**src/rtl/libv_deque_arb.sv**
```systemverilog
// Round-robin command arbiter for a single libv_deque: issues at most one
// push/pop per cycle, tracks occupancy and routes pop data back to the winner.

package libv_deque_pkg;
    typedef enum logic [1:0] {
        PushFront = 2'd0,
        PopFront  = 2'd1,
        PushBack  = 2'd2,
        PopBack   = 2'd3
    } cmd_t;
endpackage

module libv_deque_arb #(
    parameter int W = 32,
    parameter int N = 8,
    parameter int R = 4
) (
    input  logic                              clk,
    input  logic                              rst,
    input  logic [R-1:0]                      req_vld,
    input  libv_deque_pkg::cmd_t [R-1:0]      req_op,
    input  logic [R-1:0][W-1:0]               req_data,
    output logic [R-1:0]                      req_rdy,
    output logic [R-1:0]                      rsp_vld,
    output logic [W-1:0]                      rsp_data,
    output logic                              cmd_vld,
    output libv_deque_pkg::cmd_t              cmd_op,
    output logic [W-1:0]                      cmd_push_data,
    input  logic [W-1:0]                      cmd_pop_data,
    output logic [$clog2(N+1)-1:0]            count_r,
    output logic                              empty_r,
    output logic                              full_r
);
    import libv_deque_pkg::*;

    localparam int RW = $clog2(R);
    localparam int CW = $clog2(N+1);

    logic [CW-1:0] count_reg;
    logic [CW-1:0] count_next;
    logic [RW-1:0] rr_reg;
    logic [RW-1:0] rr_next;
    logic [R-1:0]  rsp_vld_reg;
    logic [W-1:0]  rsp_data_reg;

    logic [R-1:0]  is_pop;
    logic [R-1:0]  eligible;
    logic [R-1:0]  grant;
    logic [RW-1:0] winner;
    logic          found;
    logic          pop_issued;
    logic          push_issued;

    assign empty_r = (count_reg == '0);
    assign full_r  = (count_reg == CW'(N));

    // A request is eligible only if the deque can accept it this cycle;
    // ineligible requests simply wait, they are never dropped.
    generate
        for (genvar gi = 0; gi < R; gi++) begin : g_elig
            assign is_pop[gi]   = (req_op[gi] == PopFront) || (req_op[gi] == PopBack);
            assign eligible[gi] = req_vld[gi] && !rst && (is_pop[gi] ? !empty_r : !full_r);
        end
    endgenerate

    // Rotating search starting at rr_reg; first eligible requester wins.
    always_comb begin
        logic [RW:0] idx_ext;
        grant   = '0;
        winner  = '0;
        found   = 1'b0;
        idx_ext = '0;
        for (int off = 0; off < R; off++) begin
            idx_ext = {1'b0, rr_reg} + (RW+1)'(off);
            if (idx_ext >= (RW+1)'(R)) begin
                idx_ext = idx_ext - (RW+1)'(R);
            end
            if (!found && eligible[idx_ext[RW-1:0]]) begin
                found                     = 1'b1;
                winner                    = idx_ext[RW-1:0];
                grant[idx_ext[RW-1:0]]    = 1'b1;
            end
        end
    end

    assign req_rdy       = grant;
    assign cmd_vld       = found;
    assign cmd_op        = found ? req_op[winner] : PushFront;
    assign cmd_push_data = found ? req_data[winner] : '0;
    assign pop_issued    = found && is_pop[winner];
    assign push_issued   = found && !is_pop[winner];

    always_comb begin
        count_next = count_reg;
        rr_next    = rr_reg;
        if (push_issued) begin
            count_next = count_reg + CW'(1);
        end else if (pop_issued) begin
            count_next = count_reg - CW'(1);
        end
        if (found) begin
            rr_next = (winner == RW'(R-1)) ? '0 : winner + RW'(1);
        end
    end

    always_ff @(posedge clk) begin
        if (rst) begin
            count_reg    <= '0;
            rr_reg       <= '0;
            rsp_vld_reg  <= '0;
            rsp_data_reg <= '0;
        end else begin
            count_reg   <= count_next;
            rr_reg      <= rr_next;
            rsp_vld_reg <= pop_issued ? grant : '0;
            // Pop data is only meaningful for the cycle's pop; otherwise hold.
            if (pop_issued) begin
                rsp_data_reg <= cmd_pop_data;
            end
        end
    end

    assign count_r  = count_reg;
    assign rsp_vld  = rsp_vld_reg;
    assign rsp_data = rsp_data_reg;

endmodule

```
**config.mk**
```make
export PLATFORM = sky130hd
export DESIGN_NAME = libv_deque_arb
export DESIGN_NICKNAME = d
export VERILOG_FILES = /design/src/rtl/libv_deque_arb.sv
export SDC_FILE = /design/constraint.sdc
export NUM_CORES = 1
export LEC_CHECK = 0
export BUFFER_PORTS_ARGS = -buffer_cell sky130_fd_sc_hd__buf_2
export CORE_AREA = 2 2 98 100
export DETAILED_ROUTE_END_ITERATION = 7
export DIE_AREA = 0 0 100 102
export GPL_ROUTABILITY_DRIVEN = 0
export PLACE_DENSITY = 0.82
export SYNTH_ARGS = -nofsm -noshare
export SYNTH_HDL_FRONTEND = slang
export SYNTH_SLANG_ARGS = --single-unit
```
**constraint.sdc**
```tcl
create_clock -name clk -period 4.93 [get_ports clk]
set_clock_uncertainty 0.2 [all_clocks]
set_input_delay 0.7395 -clock clk [delete_from_list [all_inputs] [get_ports clk]]
set_output_delay 0.7395 -clock clk [all_outputs]
set_load 0.02 [all_outputs]
```
==> qor.yml <==
outcome:
  status: "finished, final reports clean"
floorplan:
  placementRows: 35
  coreArea_mm2: 0.009109
  die_w_um: 100
  start_util: 0.3688
  die_area_mm2: 0.01020
  io_pins: 255
  die_height_um: 102
sta:
  hold_viol: 0
  max_slew_margin: 0.2790
  period_share: 0.9534
  setup_tns_ns: 0
  min_period_ns: 4.700
  max_freq_mhz: 212.8
  max_slew.worst_pin.slew_ns: 1.080
  rsz0062_at_grt: "no"
  slew_violations: 0
  setup_viol_count_final: 0
worst_setup_path:
  crit_fanout: 19
  r2r_setup_slack_ns: 0.48
  critPathLaunchType: "flip-flop"
  crit_type: "reg -> out"
  end_kind: "output port"
  crit_required_ns: 3.99
  crit_arrival_ns: 3.76
logic_synthesis:
  syn_area_per_cell_um2: 9.939
  synth.area.top_cells: "dfxtp_1, mux4_2, mux2i_1"
  ys_ff_latch: 42
  synthesis.nets: 519
  synth_top_cell_area_share: 0.2503
  syn-cell-area_mm2: 0.003359
  synthArstFlopShare: 0
  ys_seq_area_frac: 0.2503
  ys_warn_count: 0
  synthCells: 338
  ys.flop_type: "dfxtp_1"
  synth.distinct_cells: 53
  synth_edf_count: 0
  synth_area_leader_cell: "dfxtp_1"
layout:
  multi_input_area_mm2: 0.002387
  seq_area_um2: 840.8
  finalNonFillerCells: 703
  area_growth_pct: 45.55
  largest_reg_flops: 32
  n_fill_cell: 836
  final_util: 0.5368
  fin_area_mm2: 0.004890
  drive_gt1_frac: 0.5567
  final_common_cell: "buf_2"
  final_cell_mix: "buf_2, nor2_1, dfxtp_1"
  fin_nets: 771
grt:
  grt_pass1_wl_um: 18610
  antenna_found_initial: 1
  grt_pass1_vias: 3775
  track_usage: 0.2290
  grt-ovfl-total: 0
  grt_max_degree: 45
min_path:
  worstHoldPathType: "reg -> reg"
detailed_routing:
  drtIter0Drc: 192
  drc_errors: 0
  final_antenna_net_count: 0
  num_vias: 3781
  wirelength_um: 12200
  vias_per_cell: 5.378
  wire_per_inst_um: 17.35
  dr.pass1.iters: 4
clock_tree:
  numClockSinks: 42
  cts_htree_levels: 2
  numCtsBuffers: 5
  clockBufferDepth: 2
  cts_tree: "yes"
  clockRootBuffer: "clkbuf_8"
  clock_latency_ns: 0.28
  clk_pin_slew_worst_paths_ns: 0.07
  hold_buffers: 0
power_and_ir_drop:
  p_leak_nw: 2.562
  power_density_mw_per_mm2: 623.7
  vdd_drop_max_mv: 0.3483
place:
  dp.final_hpwl_um: 9738
  dp.cells: 689
  place_area_mm2: 0.004740
  io_buffers: 254
run:
  maxCapViolCount: 0
==> repair_timing <==
item / in CTS / in global routing
buffers inserted: 4 / 0
cloned: 1 / 0
gates resized for setup: 1 / 2
pin swaps: 2 / 0
endpoints found under the setup margin: 25 / 31
==> synth_stat cells, drive strengths merged, types with 2 or more instances <==
cell / instances
a211oi: 5
a21oi: 6
a221oi: 5
a32o: 2
and2: 34
buf: 10
clkbuf: 17
dfxtp: 42
ha: 6
inv: 5
mux2: 3
mux2i: 35
mux4: 33
nand2: 15
nand2b: 3
nand3: 5
nand3b: 3
nor2: 53
nor2b: 7
o21ai: 13
o22ai: 3
o32ai: 3
or3: 4
xnor2: 7
==> area by class of cell <==
| type | instances | share of cell area |
|---|---|---|
| clock buffers | 6 | 0.01484 |
| repair buffers | 271 | 0.2886 |
| inverters | 6 | 0.004606 |
| diodes | 1 | 0.0005118 |
| multi-input cells | 264 | 0.4882 |
| well taps | 111 | 0.02840 |
| flip-flops and latches | 42 | 0.1720 |
| clock inverters | 2 | 0.002815 |
==> cells by family after synthesis <==
kind of cell,count (synthesis),share of synthesized area
mux,71,0.3356
flops,42,0.2503
buf+inv,33,0.05475
compound gates,52,0.1263
xor+xnor,7,0.01825
simple gates,126,0.1866
fa+ha+maj,7,0.02831
==> through the flow <==
step	worst slack [ns]	hold WS [ns]	total power, mW
2_1_floorplan	0.4583	0.3830	2.205
3_3_place_gp	0.2100	0.2716	2.699
3_5_place_dp	0.1335	0.2829	2.762
4_1_cts	0.07332	0.3009	3.056
5_1_grt	0.07211	0.3305	3.270
6_report	0.2297	0.2966	3.050
==> critical path, cell delays in order, from the launching register on <==
cell and delay, ns:
dfxtp_1 0.38, or3_4 0.50, o21ai_2 0.31, nor2_1 0.08, or4_1 0.48, a311o_1 0.41, o31ai_4 0.06, buf_4 0.19
buf_12 0.19, mux4_2 0.51, and2_1 0.18, buf_2 0.16
==> metal layers <==
metal / wire, um / vias up / global-route usage
met5: 0 / - / 0
met4: 342 / 0 / 0.07376
met3: 902 / 34 / 0.04378
met2: 6106 / 205 / 0.4064
met1: 4843 / 1792 / 0.2819
li1: - / 1750 / -
==> report_power, final <==
group          switching, mW  internal [mW]  leakage (nW)
combinational           1.27           1.08          2.17
clock                  0.109         0.0998        0.0452
sequential            0.0596          0.435         0.343
==> path summary, 6_finish.rpt <==
check                    start                 to  cells after the start
setup / recovery    count_r[0]  cmd_push_data[21]                     11
hold / removal    rsp_data[24]       rsp_data[24]                      2
setup reg to reg    count_r[0]         count_r[3]                     16
hold reg to reg   rsp_data[24]       rsp_data[24]                      2
Note: power is estimated with default switching activity, not from simulation.
